File: config.mk
export PLATFORM = sky130hd
export DESIGN_NAME = rambus_arbiter
export DESIGN_NICKNAME = d
export VERILOG_FILES = /design/src/rtl/rambus_arbiter.sv
export SDC_FILE = /design/constraint.sdc
export NUM_CORES = 1
export LEC_CHECK = 0
export ABC_AREA = 1
export CORE_AREA = 5 5 124 126
export CTS_CLUSTER_SIZE = 28
export DETAILED_ROUTE_END_ITERATION = 10
export DIE_AREA = 0 0 129 131
export SLEW_MARGIN = 5
export SYNTH_ARGS = -nofsm -noshare
export SYNTH_HDL_FRONTEND = slang
export SYNTH_SLANG_ARGS = --single-unit
File: constraint.sdc
create_clock -name wb_clk_i -period 4.5 [get_ports wb_clk_i]
set_clock_uncertainty 0.05 [all_clocks]
set_input_delay 0.9 -clock wb_clk_i [delete_from_list [all_inputs] [get_ports wb_clk_i]]
set_output_delay 0.9 -clock wb_clk_i [all_outputs]
set_load 0.05 [all_outputs]
File: src/rtl/rambus_arbiter.sv
// Round-robin Wishbone arbiter sharing one OpenRAM rambus port between N_REQ masters.
// A granted master holds the bus for its whole cyc; a watchdog aborts transfers that never see ack.
module rambus_arbiter #(
    parameter int unsigned N_REQ    = 4,
    parameter int unsigned ADDR_W   = 10,
    parameter int unsigned TIMEOUT  = 255,
    parameter logic [31:0] ERR_DATA = 32'hDEAD_BEEF
) (
    input  logic                    wb_clk_i,
    input  logic                    wb_rst_ni,
    input  logic [N_REQ-1:0]        req_cyc_i,
    input  logic [N_REQ-1:0]        req_stb_i,
    input  logic [N_REQ-1:0]        req_we_i,
    input  logic [4*N_REQ-1:0]      req_sel_i,
    input  logic [32*N_REQ-1:0]     req_dat_i,
    input  logic [ADDR_W*N_REQ-1:0] req_adr_i,
    output logic [N_REQ-1:0]        req_ack_o,
    output logic [N_REQ-1:0]        req_err_o,
    output logic [31:0]             req_dat_o,
    output logic                    ram_cyc_o,
    output logic                    ram_stb_o,
    output logic                    ram_we_o,
    output logic [3:0]              ram_sel_o,
    output logic [31:0]             ram_dat_o,
    output logic [ADDR_W-1:0]       ram_adr_o,
    input  logic                    ram_ack_i,
    input  logic [31:0]             ram_dat_i,
    output logic [N_REQ-1:0]        grant_o,
    output logic                    busy_o
);

    localparam int unsigned IDX_W = (N_REQ > 1) ? $clog2(N_REQ) : 1;
    localparam int unsigned TMR_W = 8;
    localparam logic [TMR_W-1:0] TMR_LAST = TMR_W'(TIMEOUT - 1);
    localparam logic [IDX_W-1:0] IDX_LAST = IDX_W'(N_REQ - 1);
    localparam logic [N_REQ-1:0] ONE_HOT0 = N_REQ'(1);

    typedef enum logic [1:0] {
        IDLE  = 2'd0,
        OWN   = 2'd1,
        ABORT = 2'd2
    } state_t;

    state_t             state_q, state_d;
    logic [N_REQ-1:0]   grant_q, grant_d;
    logic [IDX_W-1:0]   idx_q, idx_d;
    logic [IDX_W-1:0]   last_q, last_d;
    logic [TMR_W-1:0]   timer_q, timer_d;

    logic [N_REQ-1:0]   request;
    logic               pick_valid;
    logic [IDX_W-1:0]   pick_idx;

    logic               g_cyc, g_stb, g_we;
    logic [3:0]         g_sel;
    logic [31:0]        g_dat;
    logic [ADDR_W-1:0]  g_adr;

    // Round-robin search from last+1; walking backwards lets the nearest requester win.
    always_comb begin
        int unsigned cand;
        request    = req_cyc_i & req_stb_i;
        pick_valid = 1'b0;
        pick_idx   = '0;
        cand       = 0;
        for (int unsigned i = N_REQ; i >= 1; i--) begin
            cand = (int'(last_q) + i) % N_REQ;
            if (request[IDX_W'(cand)]) begin
                pick_valid = 1'b1;
                pick_idx   = IDX_W'(cand);
            end
        end
    end

    // One-hot AND-OR mux of the granted master's bus signals.
    always_comb begin
        g_cyc = |(req_cyc_i & grant_q);
        g_stb = |(req_stb_i & grant_q);
        g_we  = |(req_we_i & grant_q);
        g_sel = '0;
        g_dat = '0;
        g_adr = '0;
        for (int k = 0; k < int'(N_REQ); k++) begin
            g_sel = g_sel | (req_sel_i[4*k +: 4] & {4{grant_q[k]}});
            g_dat = g_dat | (req_dat_i[32*k +: 32] & {32{grant_q[k]}});
            g_adr = g_adr | (req_adr_i[ADDR_W*k +: ADDR_W] & {ADDR_W{grant_q[k]}});
        end
    end

    always_comb begin
        state_d   = state_q;
        grant_d   = grant_q;
        idx_d     = idx_q;
        last_d    = last_q;
        timer_d   = '0;
        req_ack_o = '0;
        req_err_o = '0;
        req_dat_o = '0;
        ram_cyc_o = 1'b0;
        ram_stb_o = 1'b0;
        ram_we_o  = 1'b0;
        ram_sel_o = '0;
        ram_dat_o = '0;
        ram_adr_o = '0;
        busy_o    = 1'b0;

        case (state_q)
            IDLE: begin
                if (pick_valid) begin
                    state_d = OWN;
                    grant_d = ONE_HOT0 << pick_idx;
                    idx_d   = pick_idx;
                end
            end
            OWN: begin
                busy_o    = 1'b1;
                ram_cyc_o = g_cyc;
                ram_stb_o = g_stb;
                ram_we_o  = g_we;
                ram_sel_o = g_sel;
                ram_dat_o = g_dat;
                ram_adr_o = g_adr;
                req_ack_o = grant_q & {N_REQ{ram_ack_i}};
                req_dat_o = ram_dat_i;
                if (!g_cyc) begin
                    state_d = IDLE;
                    grant_d = '0;
                    last_d  = idx_q;
                end else if (g_stb && !ram_ack_i) begin
                    // Ack on the final stalled cycle is handled above: it never reaches here.
                    if (timer_q == TMR_LAST) begin
                        state_d = ABORT;
                    end else begin
                        timer_d = timer_q + TMR_W'(1);
                    end
                end
            end
            ABORT: begin
                busy_o    = 1'b1;
                req_err_o = grant_q;
                req_dat_o = ERR_DATA;
                state_d   = IDLE;
                grant_d   = '0;
                last_d    = idx_q;
            end
            default: begin
                state_d = IDLE;
                grant_d = '0;
            end
        endcase
    end

    always_ff @(posedge wb_clk_i) begin
        if (!wb_rst_ni) begin
            state_q <= IDLE;
            grant_q <= '0;
            idx_q   <= '0;
            last_q  <= IDX_LAST;
            timer_q <= '0;
        end else begin
            state_q <= state_d;
            grant_q <= grant_d;
            idx_q   <= idx_d;
            last_q  <= last_d;
            timer_q <= timer_d;
        end
    end

    assign grant_o = grant_q;

endmodule
# Word level (Yosys, flattened, before mapping)
# Index checks and enable logic that the tools add are counted.
# word_totals
register_bits	18
output_inout_bits	94
in_bits	231
# classes
n_shift	1
mux	36
n_eq_ne	7
n_reduce_logical	13
n_bitwise	30
n_addsub	5
order_cmp	4
# op_table
op	count
$and A32 B32 Y32	4
$or A32 B32 Y32	3
$pmux W32 S2	1
$and A10 B10 Y10	4
$and A4 B4 Y4	9
$mux W32	1
$or A10 B10 Y10	3
$mux W4	5
$mux W2	9
$lt A2 B3 Y1 const B	4
$mux W1	12
$or A4 B4 Y4	3
$reduce_or A4 Y1	3
$mux W10	1
$add A8 B1 Y8 const B	1
$bmux W1 S2	4
$eq A8 B8 Y1 const B	1
$pmux W2 S2	2
$pmux W4 S2	1
$ne A3 B3 Y1 const B	2
$reduce_and A2 Y1	3
$reduce_or A5 Y1	1
$add A2 B1 Y2 const B	2
$add A2 B2 Y2 const B	2
other kinds (11)	15

# Logic depth before layout (Yosys ltp)
# logic_depth
word_depth	10
mapped_depth	13
depth_no_buf	12

# Least setup slack after synthesis
# OpenSTA, ideal clock, no wires.
# synth_path
path_kind	register to output
start	register grant_q[3] (netlist: grant_o[3])
end	output ram_dat_o[27]
arrival_ps	2110
slack_ps	1440
path_buffers	2
path_stages_with_launch	5
required_time_ps	3550
path_cell_list	dfxtp_1 -> buf_2 -> clkbuf_1 -> nand2_1 -> a41oi_1
# synth_between
elab_chain_cells	3
# synth_lines
element	line_no	rtl
start, declared	45	logic [N_REQ-1:0] grant_q, grant_d;
start signal, assigned	162	grant_q <= grant_d;
$and A32 B32 Y32	85	g_dat = g_dat | (req_dat_i[32*k +: 32] & {32{grant_q[k]}});
$or A32 B32 Y32	85	
$mux W32	107	case (state_q)
end, declared	24	output logic [31:0] ram_dat_o,
# No other way between the ends.

# Final worst setup path
# layout_path
start	input req_cyc_i[1]
end	output ram_cyc_o
# layout_between
elab_chain_cells	3
# layout_lines
element	line_no	rtl
start, declared	11	input logic [N_REQ-1:0] req_cyc_i,
$and A4 B4 Y4	77	g_cyc = |(req_cyc_i & grant_q);
$reduce_or A4 Y1	77	
$mux W1	107	
end, declared	20	output logic ram_cyc_o,
# No other way between the ends.

==> impl_metrics.tcl <==
set metrics [dict create \
    die_x_um 129 \
    setup_viol 0 \
    grt_remaining_overflow 0 \
    utilization_pct 43.90 \
    cts_setup_buffers 0 \
    synth_area_um2 2744 \
    hold_viol_final 0 \
    finalCritPeriodShare_pct 82.58 \
    final_area_um2 6236 \
    rsz0062_at_grt "false" \
    tns_ns 0 \
    ir_drop_v 0.0004198 \
    power.leakage_nw 2.262 \
    postCtsHoldBufs 0 \
    hold_class "reg2reg" \
    grt_pass1_wl_mm 24.26 \
    h-tree-depth 1 \
    syn2layout_area_growth_pct 127.3 \
    antenna_cells 0 \
    post-route-worst-setup-slack_ns 0.7840 \
    crit_fanout 4 \
    coreArea_um2 14200 \
    grt_max_degree 50 \
    routedWlPerCell_um 17.24 \
    max_freq_mhz 269.1 \
    post_cts_resized 0 \
    report.final.slew_viol_count 0 \
    critPathCaptureType "output pin" \
    cp-start-kind "primary input" \
    antenna_found_initial 0 \
    vias 4474 \
    synth_cells 517 \
    boundaryPins 325 \
    clkTransAtPathRegs_ns 0.05 \
    totalWireLength_mm 17.22 \
    dieArea_um2 16900 \
    finalWeightedCongestion 0.8362 \
    layout_commonest_cell "clkdlybuf4s50_1" \
    critPathArrivalTime_ns 2.77 \
    syn_nets 753 \
    critPathRequiredTime_ns 3.55 \
    pre_cts_ws_ns 0.8008 \
    holdWs_ns 0.4145 \
    hpwl_mm 13.83 \
    powerDensity_nw_per_um2 427.4 \
    grt_usage_pct 18.12 \
    cts-root-buf "clkbuf_16" \
    outcome "finished clean" \
    clock_sinks 18 \
    met2_length_mm 8.780 \
    ys_ff_latch 18 \
    total_power_mw 2.665 \
    drt_iter0_markers 187 \
    port_buffers 324 \
    via_per_inst 4.478 \
    cts_buffers 3 \
    drtAntennaViolNets 0 \
    slew_headroom_pct 32.78 \
    r2r_slack_ns 2.42 \
    cts.path.max_buffers 2 \
    rows 44 \
    dr_wl_met3_mm 1.293 \
    first_pass_iters 4 \
    drc 0 \
    top_layer_used "met4" \
    stdcell_count 999 \
    nNetsFinal 1052 \
    yosysUniqueCellTypes 25 \
    drive_gt1_share_pct 5.153 \
    clock_latency_ns 0.25 \
    dpl_cell_area_um2 6147 \
    postSynthAreaPerCell_um2 5.307 \
    yosys_warnings 0 \
    crit_type "in2out" \
    die_h_um 131 \
    fillers 1512 \
    wirelength_met1_mm 6.939 \
    drv_cap 0 \
    seq_area_frac_synth_pct 13.13 \
    period_minus_slack_ns 3.716 \
    initial_core_util_pct 19.32 \
    tritoncts "yes" \
    worst-slew-pin-transition_ns 1.007 \
    final_cell_mix "clkdlybuf4s50_1 (323), nand2_1 (274), a41oi_1 (47)" \
    place_inst 995 \
    grt_pass1_vias 4318 \
]
[state kept, by name (all words and copies together) (netlist names)]
signal,cells
grant_o,4
idx_q,2
timer_q,8
state_q,2
last_q,2
[cell families (layout without fill, tap and decap cells)]
| group | after synthesis | count (layout) | share of synthesized area [%] |
|---|---|---|---|
| XOR/XNOR | 6 | 6 | 1.915 |
| AND/OR/NAND/NOR | 362 | 362 | 54.67 |
| AO/OA/AOI/OAI | 62 | 62 | 18.42 |
| adder cells (fa/ha/maj) | 5 | 5 | 2.280 |
| buffers and inverters | 64 | 362 | 9.576 |
| flip-flops | 18 | 18 | 13.13 |
[where the power goes]
group          switching [mW]  internal (mW)
clock network          0.0609          0.135
logic                    1.38          0.768
registers               0.122          0.196
total                    1.57           1.10
[metal layers]
metal	vias to the layer above	GRT usage [%]
met1	1993	22.94
met2	170	32.56
met5	-	0
li1	2299	-
met3	12	4.065
met4	0	1.853
[path summary, 6_finish.rpt]
check / start / endpoint / cells after the start
worst max register to register: grant_o[2] / state_q[1] / 9
worst min register to register: timer_q[0] / timer_q[0] / 1
worst max-delay path: req_cyc_i[1] / ram_cyc_o / 6
worst min-delay path: timer_q[0] / timer_q[0] / 1
[cells in the mapped netlist, drive strengths merged]
cell type | count | area [um^2]
nand2 | 290 | 1154
a41oi | 47 | 411.6
nand3 | 40 | 205.2
nor2 | 29 | 116.4
clkbuf | 28 | 105.1
inv | 26 | 105.1
dfxtp | 18 | 360.4
buf | 10 | 52.55
a21oi | 7 | 35.03
ha | 5 | 62.56
o21ai | 4 | 27.53
xor2 | 4 | 35.03
nand4 | 3 | 25.02
o211ai | 3 | 22.52
xnor2 | 2 | 17.52
a22o | 1 | 8.760
[worst max-delay path: stages]
cell,delay (ns)
clkdlybuf4s50_1,0.50
nand2_1,0.06
nand2_1,0.15
nor2_1,0.07
nor2_2,0.20
clkdlybuf4s50_1,0.88
[area by class of cell]
cell class                      count  area (um^2)  area share, %
Clock buffer                        4        88.84          1.425
Inverter                           26        105.1          1.685
Multi-Input combinational cell    435         2121          34.01
Sequential cell                    18        365.4          5.859
Tap cell                          184        230.2          3.692
Timing Repair Buffer              332         3326          53.33
(Power assumes the default switching activity.)
